File: config.mk
export PLATFORM = sky130hd
export DESIGN_NAME = tc_serial_loader
export DESIGN_NICKNAME = d
export VERILOG_FILES = /design/src/rtl/tc_serial_pkg.sv /design/src/rtl/tc_serial_loader_sample_fifo.sv /design/src/rtl/tc_serial_loader.sv
export SDC_FILE = /design/constraint.sdc
export NUM_CORES = 1
export LEC_CHECK = 0
export BUFFER_PORTS_ARGS = -buffer_cell sky130_fd_sc_hd__buf_2
export CAP_MARGIN = 20
export CORE_UTILIZATION = 45
export DETAILED_ROUTE_END_ITERATION = 16
export PLACE_DENSITY = 0.69
export SLEW_MARGIN = 20
export SYNTH_ARGS = -nofsm -noshare
export SYNTH_HDL_FRONTEND = slang
export SYNTH_SLANG_ARGS = --single-unit
File: constraint.sdc
create_clock -name clk -period 4 [get_ports clk]
set_clock_uncertainty 0.2 [all_clocks]
set_input_delay 1 -clock clk [delete_from_list [all_inputs] [get_ports clk]]
set_output_delay 1 -clock clk [all_outputs]
set_load 0.05 [all_outputs]
File: src/rtl/tc_serial_pkg.sv
// ============================================================================
// Module : tc_serial_pkg
// Brief  : Shared types and constants for the serial sample loader.
// Rev    : 1.0
// ============================================================================
`default_nettype none

package tc_serial_pkg;

    localparam int SAMPLE_W = 12;   // converter D input width

    typedef enum logic [1:0] {
        IDLE  = 2'd0,
        SHIFT = 2'd1,
        TAIL  = 2'd2
    } state_t;

    // Occupancy counter must represent 0..DEPTH inclusive.
    function automatic int fifo_cnt_w(input int depth);
        return $clog2(depth) + 1;
    endfunction

endpackage

`default_nettype wire

File: src/rtl/tc_serial_loader_sample_fifo.sv
// ============================================================================
// Module : sample_fifo
// Brief  : DEPTH x WIDTH synchronous FIFO with registered storage, head output
//          forced to zero when empty, and a drop strobe for pushes into a full
//          FIFO that are not relieved by a same-edge pop.
// Rev    : 1.0
// ============================================================================
`default_nettype none

module sample_fifo
    import tc_serial_pkg::*;
#(
    parameter int WIDTH = SAMPLE_W,
    parameter int DEPTH = 2
) (
    input  logic             clk,
    input  logic             rst_n,
    input  logic             push_i,
    input  logic [WIDTH-1:0] wdata_i,
    input  logic             pop_i,
    output logic [WIDTH-1:0] head_o,
    output logic             empty_o,
    output logic             drop_o
);

    localparam int PTR_W = (DEPTH > 1) ? $clog2(DEPTH) : 1;
    localparam int CNT_W = fifo_cnt_w(DEPTH);

    logic [WIDTH-1:0] mem_q [DEPTH];
    logic [PTR_W-1:0] wr_ptr_q, rd_ptr_q;
    logic [CNT_W-1:0] cnt_q;

    logic w_empty, w_full, w_do_pop, w_do_push;

    assign w_empty   = (cnt_q == '0);
    assign w_full    = (cnt_q == CNT_W'(DEPTH));
    assign w_do_pop  = pop_i && !w_empty;
    // A pop on the same edge frees the slot, so a full FIFO still accepts.
    assign w_do_push = push_i && (!w_full || w_do_pop);

    assign empty_o = w_empty;
    assign drop_o  = push_i && w_full && !w_do_pop;
    assign head_o  = w_empty ? '0 : mem_q[rd_ptr_q];

    always_ff @(posedge clk or negedge rst_n) begin
        if (!rst_n) begin
            for (int i = 0; i < DEPTH; i++) begin
                mem_q[i] <= '0;
            end
            wr_ptr_q <= '0;
            rd_ptr_q <= '0;
            cnt_q    <= '0;
        end else begin
            if (w_do_push) begin
                mem_q[wr_ptr_q] <= wdata_i;
                wr_ptr_q        <= wr_ptr_q + 1'b1;
            end
            if (w_do_pop) begin
                rd_ptr_q <= rd_ptr_q + 1'b1;
            end
            case ({w_do_push, w_do_pop})
                2'b10:   cnt_q <= cnt_q + 1'b1;
                2'b01:   cnt_q <= cnt_q - 1'b1;
                default: cnt_q <= cnt_q;
            endcase
        end
    end

endmodule

`default_nettype wire

File: src/rtl/tc_serial_loader.sv
// ============================================================================
// Module : tc_serial_loader
// Brief  : MSB-first bit-serial deserialiser feeding a small FIFO that drives
//          the converter D input. Optional macro TC_SERIAL_PARITY_EN adds an
//          even-parity trailer bit and a sticky par_err output.
// Rev    : 1.0
// ============================================================================
`default_nettype none

module tc_serial_loader
    import tc_serial_pkg::*;
#(
    parameter int WIDTH = SAMPLE_W,
    parameter int DEPTH = 2
) (
    input  logic             clk,
    input  logic             rst_n,
    input  logic             sdi,
    input  logic             sdi_en,
    input  logic             sdi_frame,
    input  logic             d_ready,
    input  logic             err_clr,
    output logic [WIDTH-1:0] D,
    output logic             d_valid,
    output logic             len_err,
    output logic             ovr_err
`ifdef TC_SERIAL_PARITY_EN
  , output logic             par_err
`endif
);

`ifdef TC_SERIAL_PARITY_EN
    localparam int FRAME_BITS = WIDTH + 1;
`else
    localparam int FRAME_BITS = WIDTH;
`endif
    localparam int BCNT_W = $clog2(FRAME_BITS + 1);

    state_t            state_q, state_d;
    logic [BCNT_W-1:0] cnt_q, cnt_d;
    logic [WIDTH-1:0]  shreg_q, shreg_d;
    logic              armed_q, armed_d;
    logic              len_err_q, len_err_d;
    logic              ovr_err_q, ovr_err_d;
    logic              par_err_q, par_err_d;

    logic              push;
    logic [WIDTH-1:0]  push_word;
    logic              len_set, par_set;
    logic              w_empty, w_drop;

    always_comb begin
        state_d   = state_q;
        cnt_d     = cnt_q;
        shreg_d   = shreg_q;
        armed_d   = armed_q;
        push      = 1'b0;
        push_word = '0;
        len_set   = 1'b0;
        par_set   = 1'b0;

        // Frames are only accepted after a frame-low sample since reset.
        if (sdi_en && !sdi_frame) begin
            armed_d = 1'b1;
        end

        case (state_q)
            IDLE: begin
                if (sdi_en && sdi_frame && armed_q) begin
                    shreg_d = {{(WIDTH-1){1'b0}}, sdi};
                    cnt_d   = BCNT_W'(1);
                    state_d = SHIFT;
                end
            end
            SHIFT: begin
                if (sdi_en) begin
                    if (!sdi_frame) begin
                        len_set = 1'b1;
                        cnt_d   = '0;
                        state_d = IDLE;
                    end else if (cnt_q == BCNT_W'(FRAME_BITS - 1)) begin
`ifdef TC_SERIAL_PARITY_EN
                        push_word = shreg_q;
                        if ((^shreg_q) == sdi) begin
                            push = 1'b1;
                        end else begin
                            par_set = 1'b1;
                        end
`else
                        push_word = {shreg_q[WIDTH-2:0], sdi};
                        push      = 1'b1;
`endif
                        cnt_d   = '0;
                        state_d = TAIL;
                    end else begin
                        shreg_d = {shreg_q[WIDTH-2:0], sdi};
                        cnt_d   = cnt_q + 1'b1;
                    end
                end
            end
            TAIL: begin
                if (sdi_en) begin
                    if (sdi_frame) begin
                        len_set = 1'b1;
                    end else begin
                        state_d = IDLE;
                    end
                end
            end
            default: state_d = IDLE;
        endcase

        // Set has priority over a coincident clear.
        len_err_d = len_set | (len_err_q & ~err_clr);
        ovr_err_d = w_drop  | (ovr_err_q & ~err_clr);
        par_err_d = par_set | (par_err_q & ~err_clr);
    end

    always_ff @(posedge clk or negedge rst_n) begin
        if (!rst_n) begin
            state_q   <= IDLE;
            cnt_q     <= '0;
            shreg_q   <= '0;
            armed_q   <= 1'b0;
            len_err_q <= 1'b0;
            ovr_err_q <= 1'b0;
            par_err_q <= 1'b0;
        end else begin
            state_q   <= state_d;
            cnt_q     <= cnt_d;
            shreg_q   <= shreg_d;
            armed_q   <= armed_d;
            len_err_q <= len_err_d;
            ovr_err_q <= ovr_err_d;
            par_err_q <= par_err_d;
        end
    end

    sample_fifo #(
        .WIDTH (WIDTH),
        .DEPTH (DEPTH)
    ) u_fifo (
        .clk     (clk),
        .rst_n   (rst_n),
        .push_i  (push),
        .wdata_i (push_word),
        .pop_i   (d_ready),
        .head_o  (D),
        .empty_o (w_empty),
        .drop_o  (w_drop)
    );

    assign d_valid = !w_empty;
    assign len_err = len_err_q;
    assign ovr_err = ovr_err_q;
`ifdef TC_SERIAL_PARITY_EN
    assign par_err = par_err_q;
`else
    logic w_unused;
    assign w_unused = par_err_d ^ par_err_q;
`endif

endmodule

`default_nettype wire

### Yosys cells after proc, flatten, opt, wreduce, memory -nomap -nowiden

Index checks and enable logic that the tools add are counted.

* register bits after elaboration: 48
* bits in latches: 0
* bits in writable memories: 0
* memory bits (read-only): 0
* input port bits: 7
* output and inout port bits: 15
* memories kept: 0

* add/sub/neg operators: 5
* $mul: 0
* div/mod/pow operators: 0
* order comparisons: 3
* equality and inequality tests: 13
* shift-type cells: 0
* mux-type cells: 38
* bitwise logic cells: 7
* reduce and logical (&&, ||, !) cells: 20

Operator list (number)
* $mux 12: 9
* $mux 11: 4
* $bwmux 24: 1
* $pmux 11 s2: 1
* $mux 4: 4
* $demux 12 s1: 1
* $mux 2: 6
* $ne 2x2->1 const B: 6
* $reduce_and 5->1: 2
* $logic_and 1x1->1: 8
* $mux 1: 8
* $pmux 4 s2: 1
* $eq 2x2->1 const B: 3
* $pmux 2 s3: 1
* $add 4x1->4 const B: 1
* $eq 2x1->1 const B: 2
* $eq 4x4->1 const B: 1
* $ge 2x2->1 const B: 2
* $logic_not 1->1: 4
* $logic_not 2->1: 2
* $not 1->2: 2
* $pmux 2 s2: 1
* $reduce_bool 2->1: 2
* $ne 3x3->1 const B: 1
* other kinds (10): 13

### Longest topological paths before layout

Gate-level depths: netlist of the first run.

* word-level depth: 8
* mapped depth: 8
* gate-level depth less buffers: 8

### Cells and area by module

From an unflattened synthesis of the first run, not the netlist that was laid out.

* cells, all modules: 199
* area, all modules: 2417.3 um2

Modules (own cells, without submodules)
* sample_fifo: instances 1, cells each 103, area each 1346.3 um2
* tc_serial_loader: instances 1, cells each 96, area each 1071.0 um2

### Worst setup path before layout of the first run

No wires, ideal clock.

* kind: register -> output
* from: reg u_fifo.rd_ptr_q
* to: out D[0]
* arrival time: 1.539 ns
* slack: 1.261 ns
* cell stages (with the launch flop): 5
* buffers on the path: 2
* cells stage by stage: dfrtp_1 clkbuf_1 buf_2 mux2i_1 nor2_1

* word-level cells in the longest chain between the ends: 5

Ends and longest elaborated chain
* start, declared: line tc_serial_loader_sample_fifo.sv:30 `logic [PTR_W-1:0] wr_ptr_q, rd_ptr_q;`
* start signal, assigned: line tc_serial_loader_sample_fifo.sv:59 `rd_ptr_q <= rd_ptr_q + 1'b1;`
* $not 1->2 (implied by the code): line tc_serial_loader_sample_fifo.sv:43 `assign head_o = w_empty ? '0 : mem_q[rd_ptr_q];`
* $mux 12 (implied by the code) (3 in a row): line tc_serial_loader_sample_fifo.sv:43
* $mux 12: line tc_serial_loader_sample_fifo.sv:43
* end, declared: line tc_serial_loader.sv:23 `output logic [WIDTH-1:0] D,`

No other way between the ends. The select of a mux whose other input is x is not followed.

### Final worst setup path of the first run

* from: reg u_fifo.cnt_q[0]
* to: out D[9]

* word-level cells in the longest chain between the ends: 2

Ends and longest elaborated chain
* start, declared: line tc_serial_loader_sample_fifo.sv:31 `logic [CNT_W-1:0] cnt_q;`
* start signal, assigned: line tc_serial_loader_sample_fifo.sv:62 `2'b10: cnt_q <= cnt_q + 1'b1;`
* start signal, assigned: line tc_serial_loader_sample_fifo.sv:63 `2'b01: cnt_q <= cnt_q - 1'b1;`
* start signal, assigned: line tc_serial_loader_sample_fifo.sv:64 `default: cnt_q <= cnt_q;`
* $logic_not 2->1: line tc_serial_loader_sample_fifo.sv:35 `assign w_empty = (cnt_q == '0);`
* $mux 12: line tc_serial_loader_sample_fifo.sv:43

No other way between the ends.

==> flow_summary_export.csv, run 1 <==
group,metric,value,unit
status,status,"finished clean",
worst_setup_path,r2r.worst_path.cells,6,
die,dieArea,0.00533,mm^2
synthesis,ys_types,38,
final_layout,num_antenna_cells,0,
worst_setup_path,cpLargestDelayFamily,"simple AND/OR/NAND/NOR gates",
clocking,clockBufferDepth,2,
synthesis,synth_top_area_share,53.0,%
worst_setup_path,cp_common_cell,"nor2_1",
final_layout,fillers,426,
synthesis,synth_edf_count,0,
synthesis,yosys_register_bits,48,
die,initial_utilization,47.4,%
route,num_vias,1363,
run,cap_violations,0,
clocking,path_clk_slew,0.09,ns
die,die_w,73.0,um
power,max-vdd-ir-drop,0.264,mV
synthesis,synth.cell_area,0.00227,mm^2
timing,rsz0062_at_grt,"false",
worst_setup_path,critPathArrivalTime,1.88,ns
synthesis,synthesis.nets,191,
final_layout,final_cell_mix,"48 x dfrtp_1, 20 x buf_2, 17 x nor2_1",
worst_setup_path,r2r-end,"shreg_q[0]",
timing,relSlewSlack,33.4,%
final_layout,fin_util,52.7,%
global_route,grt_pass1_wl,6.40,mm
worst_setup_path,critPathBufInv,1,
route,vias_per_cell,5.14,
timing,timing.final.ws_setup,0.923,ns
power,p_total,1250,uW
final_layout,fin_area,0.00252,mm^2
worst_setup_path,path_max_fanout,14,
synthesis,ys_warn_count,0,
timing,fmax,325,MHz
timing,report.final.setup_viol,0,
timing,tns,0,ns
clocking,cts_buffers,5,
clocking,cts_tree,"built",
worst_setup_path,r2r_start,"state_q[1]",
synthesis,yosys.area.top_type,"dfrtp_1",
placed_design,place_ws,1.21,ns
synthesis,synth_cells,177,
worst_setup_path,crit_required,2.80,ns
route,drtAntennaViolNets,0,
route,wl_per_cell,14.4,um
route,wirelength,3.83,mm
timing,worstMarginPinSlew,0.995,ns
worst_setup_path,max_stage_delay,0.77,ns
placed_design,portBuffers,21,
clocking,root_buffer,"clkbuf_8",
worst_hold_path,holdPathStages,1,
worst_setup_path,critPathKind,"reg -> out",
worst_setup_path,path_cells,"nor2_1, nor2_1, buf_2",
synthesis,async_flop_share,100,%
global_route,grt_pass1_vias,1383,
die,num_rows,25,
placed_design,dp_hpwl,2.54,mm
route,first_pass_iters,4,
final_layout,area_growth_syn_to_layout,11.3,%
synthesis,avgSynthCellArea,12.8,um^2
worst_setup_path,critPathLaunchType,"flip-flop",
final_layout,multi_input_area,991,um^2
die,num_io_pins,22,
synthesis,synthTopCellsByArea,"dfrtp_1 53%, mux2_2 7.5%, mux2_4 6.6%",
worst_setup_path,endpoint_kind,"primary output",
power,leakagePower,0.00128,uW
timing,period_needed,3.08,ns
clocking,holdBufCountCts,0,
die,die_h,73.0,um
worst_hold_path,hold_path.class,"reg -> reg",
final_layout,drive_above_1_share,31.8,%
clocking,cts_num_sinks,48,
clocking,cts-resized-gates,0,
worst_hold_path,min_to,"armed_q",
timing,fin_crit_sh,76.9,%
clocking,htree_levels,2,
power,cellPowerDensity,496,mW/mm^2
placed_design,placed_area,0.00240,mm^2
timing,maxSlewViolCount,0,
final_layout,nets,211,
die,core-area,0.00479,mm^2
route,drc,0,
clocking,cts_setup_buffers,0,
worst_setup_path,crit_slowest_cell,"nor2_1",
route,drt_iter0_drc,59,
worst_setup_path,r2r_setup_slack,1.66,ns
clocking,insertion_delay,0.31,ns
global_route,grt_overflow,0,
timing,hold_violations,0,
final_layout,regArea,0.00120,mm^2
global_route,grt_use_total,16.3,%
global_route,grt_max_degree,49,
synthesis,yosysSeqAreaShare,53.0,%
global_route,grt_antenna_before_repair,0,
synthesis,synthFlopType,"dfrtp_1",
worst_hold_path,hp-start,"armed_q",
final_layout,final_common_cell,"dfrtp_1",
placed_design,gp_congestion,0.780,
logic make-up after synthesis:
family	after synthesis	share of synthesized area, %
fa+ha+maj	7	3.86
simple gates	39	9.71
mux	37	19.4
xor+xnor	5	1.93
flops	48	53.0
buf+inv	14	3.31
compound gates	27	8.83
Yosys cell counts (all sizes together), types with 2 or more instances:
library cell	instances
dfrtp	48
mux2	25
nor2	19
mux2i	12
a22o	10
ha	7
o21ai	7
buf	6
inv	6
nand2	5
nand3	4
a21oi	3
xnor2	3
and3	2
clkbuf	2
nor2b	2
xor2	2
flip-flops by register name, summed over array words and instances, names as in the netlist:
| name | count |
|---|---|
| armed_q | 1 |
| cnt_q | 4 |
| len_err | 1 |
| ovr_err | 1 |
| shreg_q | 11 |
| state_q | 2 |
| u_fifo.cnt_q | 2 |
| u_fifo.mem_q | 24 |
| u_fifo.rd_ptr_q | 1 |
| u_fifo.wr_ptr_q | 1 |
worst max path at each step:
stage	startpoint	to	slack, ns	cells past startpoint
global placement	sdi_frame	shreg_q[0]	1.25	5
detailed placement	sdi_frame	shreg_q[0]	1.21	5
floorplan	u_fifo.rd_ptr_q	D[0]	1.26	4
CTS	u_fifo.cnt_q[0]	D[9]	0.90	3
global route	u_fifo.cnt_q[0]	D[4]	0.76	3
finish	u_fifo.cnt_q[0]	D[9]	0.92	3
metal layers:
layer | vias to the layer above | GRT usage (%) | part of all wire (%)
met1 | 676 | 21.0 | 48
met4 | 0 | 7.84 | 2.1
met3 | 8 | 2.90 | 2.0
li1 | 666 | - | -
met2 | 13 | 26.4 | 48
met5 | - | 0 | 0
worst register-to-register path, delay by kind of cell (launching register included):
| kind | cells | cell delay [ns] |
|---|---|---|
| buffers and inverters | 1 | 0.09 |
| muxes | 1 | 0.39 |
| adders and majority gates | 1 | 0.27 |
| DFF | 1 | 0.38 |
| AOI/OAI and AO/OA | 1 | 0.29 |
| and+or+nand+nor | 2 | 0.61 |
stage by stage:
step	hold slack, ns	cells
final	0.287	265
after global routing	0.322	265
after CTS	0.291	265
after detailed placement	0.269	257
after global placement	0.269	257
after floorplan	0.242	177
power breakdown:
group	internal, uW	leakage (uW)	switching (uW)
logic	122	0.000566	165
clock network	188	0.0000583	169
registers	532	0.000651	74.7
final cells by class:
type                            instances  area share (%)
Inverter                                6           0.893
Clock buffer                            5            2.73
Sequential cell                        48            47.6
Multi-Input combinational cell        115            39.3
Clock inverter                          3            1.88
Tap cell                               67            3.32
Timing Repair Buffer                   21            4.27
No activity file was read; power rests on OpenSTA's default activity.
==> inputs of run 2 (changes only) <==
Clock period 4 ns to 3.1 ns, I/O delays scaled along.
==> run 2 against run 1 <==
  * Routed wire length decreased by 1.8%
  * Count of clock-buffer cells in the layout unchanged
  * Die area unchanged
  * Largest power group unchanged
  * Design area increased by 0.15%
  * Setup slack got worse by 0.32 ns
==> flow_summary_export.csv, run 2 (synthesis results as in run 1) <==
group,metric,value,unit
status,status,"finished clean",
power,sw_frac_of_total,34.1,%
route,wl_per_cell,14.0,um
final_layout,regMostFlops,"u_fifo.mem_q",
placed_design,dp_hpwl,2.71,mm
timing,relSlewSlack,67.3,%
placed_design,gp_congestion,0.879,
route,num_vias,1381,
die,num_rows,25,
timing,worstMarginPinSlew,0.487,ns
timing,fin_crit_sh,80.5,%
worst_setup_path,crit_required,2.12,ns
route,wirelength,3.76,mm
power,power.share.clock,24.3,%
clocking,holdBufCountCts,0,
timing,hold_violations,0,
final_layout,largest_reg_flops,24,
clocking,cts-resized-gates,0,
power,max-vdd-ir-drop,0.377,mV
final_layout,fillers,427,
timing,fmax,401,MHz
clocking,path_clk_slew,0.09,ns
final_layout,area_growth_syn_to_layout,11.4,%
clocking,cts_tree,"built",
worst_setup_path,path_max_fanout,10,
clocking,cts_buffers,5,
global_route,grt_antenna_before_repair,0,
final_layout,nets,215,
worst_setup_path,critPathKind,"reg -> out",
die,num_io_pins,22,
run,cap_violations,0,
global_route,grt_overflow,0,
power,p_seq_share,48.6,%
worst_setup_path,critPathLaunchType,"flip-flop",
worst_setup_path,critPathArrivalTime,1.52,ns
die,core-area,0.00479,mm^2
power,p_int,1020,uW
die,initial_utilization,47.4,%
timing,maxSlewViolCount,0,
power,p_comb_share,27.1,%
route,first_pass_iters,4,
final_layout,top_regs,"u_fifo.mem_q (24), shreg_q (11), cnt_q (4)",
timing,fin_hold_ws,0.0797,ns
clocking,cts_setup_buffers,0,
timing,tns,0,ns
route,drt_iter0_drc,55,
die,dieArea,0.00533,mm^2
power,switching_power,527,uW
clocking,insertion_delay,0.31,ns
route,drtAntennaViolNets,0,
die,die_w,73.0,um
clocking,htree_levels,2,
global_route,grt_pass1_vias,1335,
final_layout,drive_above_1_share,33.2,%
clocking,root_buffer,"clkbuf_8",
timing,period_needed,2.49,ns
power,cellPowerDensity,612,mW/mm^2
global_route,grt_pass1_wl,6.34,mm
placed_design,portBuffers,21,
worst_setup_path,endpoint_kind,"primary output",
timing,report.final.setup_viol,0,
die,die_h,73.0,um
route,vias_per_cell,5.13,
timing,rsz0062_at_grt,"false",
route,drc,0,
clocking,clockBufferDepth,2,
final_layout,final_common_cell,"dfrtp_1",
global_route,grt_use_total,16.0,%
clocking,cts_num_sinks,48,
global_route,grt_max_degree,26,
final_layout,final_cell_mix,"48 x dfrtp_1, 21 x buf_2, 17 x nor2_1",
final_layout,num_antenna_cells,0,
worst_hold_path,hold_path.class,"in -> async",
power,leakagePower,0.00128,uW
## run 2: cell count changes in the layout (fill, tap and decap cells not counted)
cell | before | now
clkinvlp_4 | 0 | 2
bufinv_16 | 1 | 0
buf_4 | 1 | 4
clkinv_4 | 2 | 1
buf_2 | 20 | 21
## run 2: final timing paths
path                            startpoint                to  slack, ns  depth (start not counted)
max in group asynchronous            rst_n          cnt_q[0]       2.09                          2
setup reg to reg                state_q[1]  u_fifo.mem_q[12]       0.80                          6
min in group clk           u_fifo.cnt_q[1]   u_fifo.cnt_q[1]       0.29                          1
hold reg to reg            u_fifo.cnt_q[1]   u_fifo.cnt_q[1]       0.29                          1
hold / removal                       rst_n   u_fifo.wr_ptr_q       0.08                          1
setup / recovery           u_fifo.rd_ptr_q              D[3]       0.61                          4
## run 2: per-stage QoR
stage | util, % | total power [uW] | cells | cell area (um^2) | worst slack (ns)
floorplan | - | 1080 | 177 | 2270 | 0.586
global placement | 50.8 | 1180 | 261 | 2430 | 0.656
detailed placement | 50.8 | 1190 | 261 | 2430 | 0.629
CTS | 52.8 | 1570 | 269 | 2530 | 0.581
global route | 52.8 | 1640 | 269 | 2530 | 0.533
finish | 52.8 | 1550 | 269 | 2530 | 0.605
## run 2: routing by layer
metal  global-route usage, %  vias to the layer above  routed length [um]
li1                        -                      673                   -
met5                       0                        -                   0
met1                    21.8                      684                1850
met2                    24.5                       19                1760
met3                    4.70                        5                  95
met4                    5.23                        0                  55
## run 2: worst max-delay path, stage by stage (launching register included)
cell and delay (ns):
dfrtp_1 0.46, buf_4 0.26, mux2i_1 0.22, nor2_1 0.06, buf_2 0.21
## run 2: power groups by stage
stage               Sequential (uW)  Clock (uW)  Combinational [uW]
floorplan                       751           0                 324
global placement                762           0                 415
detailed placement              764           0                 423
CTS                             751         391                 425
global route                    762         414                 466
finish                          751         376                 419
## run 2: final cells by class
type                       count  area (um^2)  area share (%)
clock buffer                   5         68.8            2.72
sequential                    48         1200            47.5
inverter                       6         22.5           0.892
timing repair buffer          25          135            5.35
tap                           67         83.8            3.32
multi-input combinational    115          991            39.2
clock inverter                 3         23.8           0.941
==> inputs of run 3 (changes only) <==
Settings changed: PLACE_DENSITY 0.69 to 0.72.
Clock period 3.1 ns to 2 ns, I/O delays scaled along.
==> run 3 against run 2 <==
  * The flow now finishes with violations (setup timing)
  * Power grew 100%
  * Design area grew 21%
  * Register-to-register slack lost 0.75 ns
  * First-iteration DRC count grew 33%
  * Via count grew 7.5%
  * Setup slack lost 0.66 ns
  * Routed wire length grew 17%
  * Critical path depth is the same
  * Critical path type unchanged
  * Critical endpoint is now D[5]
  * Largest power group unchanged
==> flow_summary_export.csv, run 3 (synthesis results as in run 1) <==
group,metric,value,unit
status,status,"finished with violations",
status,violations,"setup timing",
die,num_io_pins,22,
clocking,insertion_delay,0.31,ns
power,p_total,3090,uW
route,drc,0,
route,wirelength,4.40,mm
clocking,htree_levels,2,
worst_setup_path,critPathArrivalTime,1.36,ns
timing,report.final.setup_viol,12,
route,vias_per_cell,5.15,
final_layout,regMostFlops,"u_fifo.mem_q",
timing,relSlewSlack,69.4,%
timing,period_needed,2.06,ns
clocking,cts_num_sinks,48,
worst_setup_path,r2r_start,"state_q[1]",
route,drtAntennaViolNets,0,
placed_design,dp_hpwl,2.85,mm
final_layout,multi_input_area,0.00117,mm^2
clocking,path_clk_slew,0.09,ns
final_layout,final_cell_mix,"47 x dfrtp_1, 16 x buf_6, 15 x mux2_2",
placed_design,placed_area,0.00263,mm^2
placed_design,gp_congestion,0.742,
timing,fin_crit_sh,103,%
final_layout,largest_reg_flops,24,
timing,fmax,486,MHz
final_layout,regArea,0.00120,mm^2
clocking,clockBufferDepth,2,
final_layout,area_growth_syn_to_layout,34.7,%
final_layout,num_antenna_cells,0,
global_route,grt_use_total,18.1,%
die,die_h,73.0,um
timing,tns,-0.482,ns
die,dieArea,0.00533,mm^2
power,leakagePower,0.00143,uW
final_layout,top_regs,"u_fifo.mem_q (24), shreg_q (11), cnt_q (4)",
route,drt_iter0_drc,73,
worst_hold_path,min_to,"len_err",
timing,fin_hold_ws,0.194,ns
worst_hold_path,hp-start,"err_clr",
die,initial_utilization,47.4,%
final_layout,nets,234,
worst_hold_path,hold_path.class,"in -> reg",
die,num_rows,25,
power,cellPowerDensity,1010,mW/mm^2
route,num_vias,1484,
clocking,cts_buffers,5,
route,first_pass_iters,4,
power,max-vdd-ir-drop,0.473,mV
clocking,root_buffer,"clkbuf_8",
timing,rsz0062_at_grt,"true",
global_route,grt_pass1_vias,1447,
placed_design,portBuffers,21,
timing,timing.final.ws_setup,-0.0575,ns
global_route,grt_antenna_before_repair,0,
route,wl_per_cell,15.3,um
final_layout,final_common_cell,"dfrtp_1",
clocking,cts_tree,"built",
worst_setup_path,critPathLaunchType,"flip-flop",
final_layout,drive_above_1_share,51.1,%
timing,maxSlewViolCount,0,
global_route,grt_overflow,0,
final_layout,fillers,351,
die,core-area,0.00479,mm^2
worst_setup_path,r2r_setup_slack,0.05,ns
worst_setup_path,path_max_fanout,7,
worst_setup_path,crit_required,1.30,ns
timing,hold_violations,0,
global_route,grt_pass1_wl,7.21,mm
timing,worstMarginPinSlew,0.458,ns
die,die_w,73.0,um
global_route,grt_max_degree,30,
worst_setup_path,critPathKind,"reg -> out",
worst_setup_path,r2r-end,"u_fifo.mem_q[15]",
run,cap_violations,0,
worst_setup_path,r2r.worst_path.cells,7,
final_layout,fin_area,0.00305,mm^2
worst_hold_path,holdPathStages,2,
worst_setup_path,endpoint_kind,"primary output",
-- run 3: cell types whose count changed in the layout (fill, tap and decap cells not counted), moves of 3 or more --
| cell | change |
|---|---|
| mux2i_1 | -6 |
| buf_2 | -13 |
| buf_12 | +4 |
| mux2i_4 | +6 |
| nor2_2 | +3 |
| buf_6 | +16 |
| nor2_1 | -10 |
| buf_4 | +10 |
| nor2_4 | +7 |
-- run 3: cell type report --
| class | count | share of cell area (%) |
|---|---|---|
| Tap cell | 67 | 2.74 |
| Inverter | 6 | 0.737 |
| Clock buffer | 5 | 2.25 |
| Clock inverter | 3 | 2.25 |
| Multi-Input combinational cell | 115 | 38.2 |
| Timing Repair Buffer | 44 | 14.4 |
| Sequential cell | 48 | 39.4 |
-- run 3: how the worst max path moves through the flow --
| stage | slack [ns] | end | startpoint |
|---|---|---|---|
| after CTS | -0.06 | D[5] | u_fifo.rd_ptr_q |
| after floorplan | -0.03 | D[0] | u_fifo.rd_ptr_q |
| final | -0.06 | D[5] | u_fifo.rd_ptr_q |
| after global routing | -0.10 | D[2] | u_fifo.rd_ptr_q |
| after global placement | 0.01 | u_fifo.mem_q[15] | state_q[1] |
| after detailed placement | -0.008 | cnt_q[3] | cnt_q[0] |
-- run 3: report_power, final --
| group | leakage, uW | internal [uW] | switching [uW] |
|---|---|---|---|
| registers | 0.000650 | 1070 | 86.1 |
| logic | 0.000714 | 528 | 564 |
| clock network | 0.0000687 | 503 | 343 |
-- run 3: metal layers --
layer / vias to the layer above / share of wire, % / global-route usage (%)
met3: 5 / 2.7 / 4.42
met5: - / 0 / 0
met2: 18 / 50 / 27.5
li1: 710 / - / -
met1: 751 / 46 / 24.9
met4: 0 / 1.2 / 7.19
-- run 3: metrics by stage --
stage	instances	util, %	setup slack (ns)
after global placement	273	54.9	0.0113
after floorplan	177	-	-0.0256
after detailed placement	273	54.9	-0.00766
after CTS	283	61.8	-0.0571
final	288	63.8	-0.0575
after global routing	288	63.8	-0.104
-- run 3: what timing repair did --
item | CTS | global route
setup buffers | 1 | 4
endpoints found under the setup margin | 34 | 38
endpoints found under the hold margin | 19 | 0
hold buffers | 1 | 0
gates cloned | 0 | 1
gates resized for setup | 43 | 15
pin swaps | 0 | 2
-- run 3: critical path, cell delays in order, from the launching register on --
cell and delay, ns:
dfrtp_2 0.45, buf_12 0.16, mux2i_4 0.19, nor2_4 0.09, buf_6 0.16
